$ cat src/rtl/bnn_pkg.sv
// Shared types and constants for the microgreen BNN front-end.
package bnn_pkg;

   localparam int FEAT_W = 4;
   localparam int NUM_CH = 4;

   localparam logic [1:0] CH_HEIGHT = 2'd0;
   localparam logic [1:0] CH_COLOR  = 2'd1;
   localparam logic [1:0] CH_WIDTH  = 2'd2;
   localparam logic [1:0] CH_STEM   = 2'd3;

   localparam int OFS_HEIGHT = 0;
   localparam int OFS_COLOR  = 4;
   localparam int OFS_WIDTH  = 8;
   localparam int OFS_STEM   = 12;

   typedef enum logic {
      COLLECT = 1'b0,
      OUTPUT  = 1'b1
   } state_t;

endpackage

$ cat src/rtl/bnn_chan_acc.sv
// One channel's running sum and sample count for the feature averager.
// Optional macro BNN_FEATURE_ROUND_EN selects round-half-up averaging instead of truncation.
module bnn_chan_acc
   import bnn_pkg::*;
#(
   parameter int LOG2_SAMPLES = 2,
   parameter int ACC_W        = 4 + LOG2_SAMPLES
) (
   input  logic              clk,
   input  logic              rst_n,
   input  logic              add_en,
   input  logic              clr,
   input  logic [FEAT_W-1:0] data,
   output logic              full,
   output logic              full_next,
   output logic              nonzero,
   output logic [ACC_W-1:0]  acc_next,
   output logic [FEAT_W-1:0] avg
);

   localparam int              CNT_W = LOG2_SAMPLES + 1;
   localparam logic [CNT_W-1:0] N    = CNT_W'(1) << LOG2_SAMPLES;

   logic [ACC_W-1:0] r_acc;
   logic [CNT_W-1:0] r_cnt;
   logic [CNT_W-1:0] w_cntNext;

   assign acc_next  = r_acc + (add_en ? ACC_W'(data) : '0);
   assign w_cntNext = r_cnt + CNT_W'(add_en);
   assign full      = (r_cnt == N);
   assign full_next = (w_cntNext == N);
   assign nonzero   = (r_cnt != '0);

`ifdef BNN_FEATURE_ROUND_EN
   // Half of N is added before the shift; 15*N + N/2 still fits in ACC_W.
   localparam logic [ACC_W-1:0] HALF = ACC_W'((1 << LOG2_SAMPLES) >> 1);
   logic [ACC_W-1:0] w_rounded;
   assign w_rounded = acc_next + HALF;
   assign avg       = FEAT_W'(w_rounded >> LOG2_SAMPLES);
`else
   assign avg       = FEAT_W'(acc_next >> LOG2_SAMPLES);
`endif

   always_ff @(posedge clk or negedge rst_n) begin
      if (!rst_n) begin
         r_acc <= '0;
         r_cnt <= '0;
      end else if (clr) begin
         r_acc <= '0;
         r_cnt <= '0;
      end else if (add_en) begin
         r_acc <= acc_next;
         r_cnt <= w_cntNext;
      end
   end

endmodule

$ cat src/rtl/bnn_feature_averager.sv
// Averages 2^LOG2_SAMPLES samples per sensor channel into one packed feature frame.
// Optional macro BNN_FEATURE_ROUND_EN (in bnn_chan_acc) enables round-half-up averages.
module bnn_feature_averager
   import bnn_pkg::*;
#(
   parameter int LOG2_SAMPLES = 2,
   parameter int ACC_W        = 4 + LOG2_SAMPLES
) (
   input  logic              clk,
   input  logic              rst_n,
   input  logic              ena,
   input  logic              s_valid,
   output logic              s_ready,
   input  logic [1:0]        s_chan,
   input  logic [FEAT_W-1:0] s_data,
   output logic              f_valid,
   input  logic              f_ready,
   output logic [15:0]       f_data,
   output logic              dropped,
   output logic              busy
);

   state_t r_state;
   state_t w_nextState;
   logic   r_fValid;
   logic   [15:0] r_fData;
   logic   r_dropped;

   logic [NUM_CH-1:0] w_addEn;
   logic [NUM_CH-1:0] w_full;
   logic [NUM_CH-1:0] w_fullNext;
   logic [NUM_CH-1:0] w_nonzero;
   logic [ACC_W-1:0]  w_accNext [NUM_CH];
   logic [FEAT_W-1:0] w_avg     [NUM_CH];
   logic [15:0]       w_packed;
   logic              w_accept;
   logic              w_drop;
   logic              w_complete;
   logic              w_handoff;

   assign s_ready    = ena && (r_state == COLLECT);
   assign w_accept   = s_valid && s_ready;
   assign w_drop     = w_accept && w_full[s_chan];
   // The frame closes on the accept that brings the last unfilled channel to N.
   assign w_complete = w_accept && (&w_fullNext);
   assign w_handoff  = ena && (r_state == OUTPUT) && r_fValid && f_ready;

   for (genvar g_chan = 0; g_chan < NUM_CH; g_chan++) begin : g_acc
      assign w_addEn[g_chan] = w_accept && (s_chan == 2'(g_chan)) && !w_full[g_chan];
      assign w_packed[g_chan*FEAT_W +: FEAT_W] = w_avg[g_chan];

      bnn_chan_acc #(
         .LOG2_SAMPLES(LOG2_SAMPLES),
         .ACC_W       (ACC_W)
      ) u_chanAcc (
         .clk      (clk),
         .rst_n    (rst_n),
         .add_en   (w_addEn[g_chan]),
         .clr      (w_handoff),
         .data     (s_data),
         .full     (w_full[g_chan]),
         .full_next(w_fullNext[g_chan]),
         .nonzero  (w_nonzero[g_chan]),
         .acc_next (w_accNext[g_chan]),
         .avg      (w_avg[g_chan])
      );
   end

   always_comb begin
      w_nextState = r_state;
      case (r_state)
         COLLECT: if (w_complete) w_nextState = OUTPUT;
         OUTPUT:  if (w_handoff)  w_nextState = COLLECT;
         default: w_nextState = COLLECT;
      endcase
   end

   always_ff @(posedge clk or negedge rst_n) begin
      if (!rst_n) begin
         r_state   <= COLLECT;
         r_fValid  <= 1'b0;
         r_fData   <= '0;
         r_dropped <= 1'b0;
      end else begin
         r_state <= w_nextState;
         if (w_complete) begin
            r_fValid <= 1'b1;
            r_fData  <= w_packed;
         end else if (w_handoff) begin
            r_fValid <= 1'b0;
         end
         if (w_handoff) r_dropped <= 1'b0;
         else if (w_drop) r_dropped <= 1'b1;
      end
   end

   assign f_valid = r_fValid;
   assign f_data  = r_fData;
   assign dropped = r_dropped;
   assign busy    = (|w_nonzero) || r_fValid;

endmodule

$ cat config.mk
export PLATFORM = sky130hd
export DESIGN_NAME = bnn_feature_averager
export DESIGN_NICKNAME = d
export VERILOG_FILES = /design/src/rtl/bnn_pkg.sv /design/src/rtl/bnn_chan_acc.sv /design/src/rtl/bnn_feature_averager.sv
export SDC_FILE = /design/constraint.sdc
export NUM_CORES = 1
export LEC_CHECK = 0
export CORE_MARGIN = 4
export CORE_UTILIZATION = 29
export CTS_CLUSTER_DIAMETER = 200
export DETAILED_ROUTE_END_ITERATION = 8
export GPL_ROUTABILITY_DRIVEN = 0
export REMOVE_ABC_BUFFERS = 1
export SYNTH_ARGS = -nofsm -noshare
export SYNTH_HDL_FRONTEND = slang
export SYNTH_HIERARCHICAL = 1
export SYNTH_SLANG_ARGS = --single-unit
$ cat constraint.sdc
create_clock -name clk -period 3.79 [get_ports clk]
set_input_delay 0.758 -clock clk [delete_from_list [all_inputs] [get_ports clk]]
set_output_delay 0.758 -clock clk [all_outputs]
set_load 0.005 [all_outputs]
* Yosys cells after proc, flatten, opt, wreduce, memory -nomap -nowiden *
Cells that the tools add are included.

operators by class
  add/subtract/negate cells = 8
  magnitude comparators = 1
  equal/unequal tests = 11
  muxes and demuxes = 29
  bitwise operators = 1
  reduce and logical (&&, ||, !) cells = 33

operators by type and width
  cell                  number
  $mux W6               8
  $add A6 B6 Y6         4
  $eq A3 B3 Y1 const B  8
  $mux W3               8
  $mux W4               4
  $logic_and A1 B1 Y1   15
  $add A3 B1 Y3         4
  $reduce_bool A2 Y1    6
  $reduce_bool A3 Y1    4
  $mux W1               7
  $eq A2 B2 Y1 const B  2
  $logic_not A1 Y1      4
  $reduce_and A4 Y1     1
  $reduce_or A4 Y1      1
  $lt A2 B3 Y1 const B  1
  $bmux W1 S2           1
  $eq A2 B1 Y1 const B  1
  $logic_not A2 Y1      1
  $pmux W1 S2           1
  $logic_or A1 B1 Y1    1
  $not A1 Y1            1

storage, ports and cells
  bits in registers = 55
  output and inout bits = 20
  word-level logic and storage cells = 95

* Depth between registers and ports, before layout *
  word-level depth = 11
  mapped depth = 13
  gate-level depth less buffers = 11

* Cells and area by module *
The synthesis kept the hierarchy.

modules (own cells, without submodules)
  module                instances  cells an instance  area each (µm²)  seq. area each (µm²)
  bnn_chan_acc          4          75                 668.1            225.2
  bnn_feature_averager  1          53                 835.8            475.5

* Worst setup path before layout *
No wires, ideal clock.

  path kind = input to register
  from = in ena
  to = reg r_fData[10], in the netlist f_data[10]
  arrival time = 3432 ps
  required time = 3665 ps
  setup slack = 233 ps
  cell stages on the path = 13
  buffers on the path = 2
  path through = nand3b_4 nor4b_1 buf_2 and2_1 ha_1 inv_1 fa_1 nand2b_1 nand2b_1 a21oi_1 xnor2_1 buf_4 mux2_2

RTL lines
  what                  RTL line                    source
  start, declared       bnn_feature_averager.sv:11  input logic ena,
  end signal, assigned  bnn_feature_averager.sv:88  r_fData <= w_packed;
  end, declared         bnn_feature_averager.sv:26  logic [15:0] r_fData;

==> results.cfg <==
[synth]
syn_avg_cell_area_sq_um = 10.0
synthCells = 349
yosysWarningCount = 6
syn_area_sq_um = 3490

[routing]
wl_per_cell_microns = 13.6
vias = 2477
drc = 0
drtIter0Drc = 57
drtPass1Iterations = 4
routed_wl_microns = 7000
avgViaCountPerCell = 4.80
postRouteAntennaNets = 0

[clocking]
clockBufferDepth = 2
cts_setup_buffers = 0
cts_tree = built
h-tree-depth = 2
clk-insertion-delay-late_ns = 0.29
ctsResizeCount = 0
ctsHoldBuffers = 0
clock-sinks = 55
clkSlewWorstSetupHoldPaths_ns = 0.07
numCtsBuffers = 5
cts_root_buf = clkbuf_16

[worst_hold_path]
hold_end = g_acc[3].u_chanAcc/r_acc[3]
hp-class = reg2reg
min_path_cells = 2
hp-start = g_acc[3].u_chanAcc/r_acc[3]

[floorplan]
io_pins = 31
die_h_microns = 118
rows = 39
fp.coreArea_sq_um = 11600
start_util = 0.301
dieWidth_microns = 118
design.die.area_sq_um = 13900

[cells_and_area]
diodes = 0
final_net_count = 411
drive_gt1_frac = 0.123
nFillCells = 1184
finalNonFillerCells = 516
areaGrowthSynthToFinish_pct = 15.5
finish.utilization = 0.347

[sta]
max_slew_margin = 0.442
worstMarginPinSlew_ns = 0.837
finalCriticalPeriod_ns = 3.38
finalHoldViolations = 0
maxSlewViolCount = 0
fmax_mhz = 296
fin_skew_ns = 0.00705
timing.final.crit_share = 0.891
setup_viol = 0
grt_setup_unrepaired = no

[setup_path]
r2r_cells = 10
end_kind = flip-flop
r2r-end = f_data[7]
worst_r2r_startpoint = g_acc[1].u_chanAcc/r_cnt[2]
worst-r2r-setup-slack_ns = 0.93
worstPathArrival_ns = 3.56
critical_path.max_fanout = 7
critPathKind = in2reg
critPathLaunchType = primary input
required_ns = 3.97

[global_route]
grt_overflow_total = 0
antenna_found_initial = 0
grt_pass1_wl_microns = 11900
track_usage = 0.103
grt_pass1_vias = 2519
grt_max_degree = 37

[place]
port_buffers = 30
dp.cells = 508
hpwl_microns = 5220

[power_and_ir_drop]
power_density_nw_per_um2 = 354
peakVddDrop_uv = 178
p_leak_nw = 1.88

[run]
cap_violations = 0

[outcome]
status = finished clean
-- worst max-delay path by stage --
| stage | cells after the start | end | slack [ns] | from |
|---|---|---|---|---|
| after global placement | 10 | f_data[5] | 0.12 | ena |
| after floorplan | 8 | f_data[0] | -0.30 | ena |
| after global routing | 13 | f_data[10] | 0.22 | ena |
| after detailed placement | 9 | f_data[5] | 0.1 | ena |
| after CTS | 9 | f_data[5] | 0.40 | ena |
| final | 13 | f_data[10] | 0.41 | ena |
-- where the power goes --
part	internal, W	switching, W
clock	0.000245	0.000209
combinational	0.000134	0.000152
sequential	0.000645	0.0000450
total	0.00102	0.000406
-- layout make-up --
cell class                      instances  area [sq um]  area share
Inverter                               17          63.8      0.0158
Clock buffer                            6           129      0.0319
Timing Repair Buffer                   41           378      0.0936
Clock inverter                          2          12.5     0.00310
Sequential cell                        55          1380       0.341
Multi-Input combinational cell        252          1900       0.470
Tap cell                              143           179      0.0443
-- sequential cells by signal (all words and copies together) (netlist names) --
register / flops
r_state: 1
g_acc.u_chanAcc/r_acc: 24
f_data: 16
dropped: 1
g_acc.u_chanAcc/r_cnt: 12
f_valid: 1
-- stage by stage --
step	cell area, sq um	TNS, ns	hold WS, ns	setup slack (ns)	power [W]
2_1_floorplan	3320	-5.10	0.449	-0.303	0.000888
3_3_place_gp	3890	0	0.465	0.124	0.000976
3_5_place_dp	3890	0	0.480	0.0958	0.000993
4_1_cts	4040	0	0.499	0.401	0.00146
5_1_grt	4040	0	0.520	0.215	0.00153
6_report	4040	0	0.490	0.414	0.00143
-- per-layer routing --
metal,share of wire,track usage,up-vias
met2,0.49,0.180,26
met5,0,0,-
met3,0.019,0.0207,6
li1,-,-,1228
met4,0.011,0.0300,0
met1,0.48,0.130,1217
-- worst max-delay path, cell delays in order --
cell and delay [ns]:
clkdlybuf4s50_1 0.54, nand3b_4 0.16, nor4b_2 0.38, buf_4 0.23, and2_1 0.14, ha_1 0.18
inv_1 0.06, fa_1 0.39, nand2b_1 0.18, nand2b_1 0.08, a21oi_1 0.07, xnor2_1 0.12
mux2_2 0.26
-- layout by cell type, fill, tap and decap left out, types with 2 or more instances in the layout --
| cell type | count |
|---|---|
| a21o_1 | 2 |
| buf_4 | 11 |
| nor4b_2 | 2 |
| ha_1 | 24 |
| mux2i_1 | 16 |
| xor2_1 | 4 |
| nor2_1 | 57 |
| a211oi_2 | 4 |
| nand4_1 | 2 |
| and2_1 | 12 |
| clkbuf_16 | 5 |
| nor3_1 | 5 |
| o21ai_1 | 4 |
| nor3b_1 | 4 |
| clkdlybuf4s50_1 | 29 |
| mux2_2 | 16 |
| o41ai_1 | 4 |
| nand2_1 | 17 |
| xnor2_1 | 20 |
| fa_1 | 4 |
| nand2b_1 | 8 |
| inv_1 | 17 |
| a211oi_1 | 4 |
| o21ai_0 | 12 |
| or3_1 | 8 |
| a21oi_1 | 12 |
| o21ba_1 | 4 |
| dfrtp_1 | 55 |
Power figures use the tool's default switching activity.
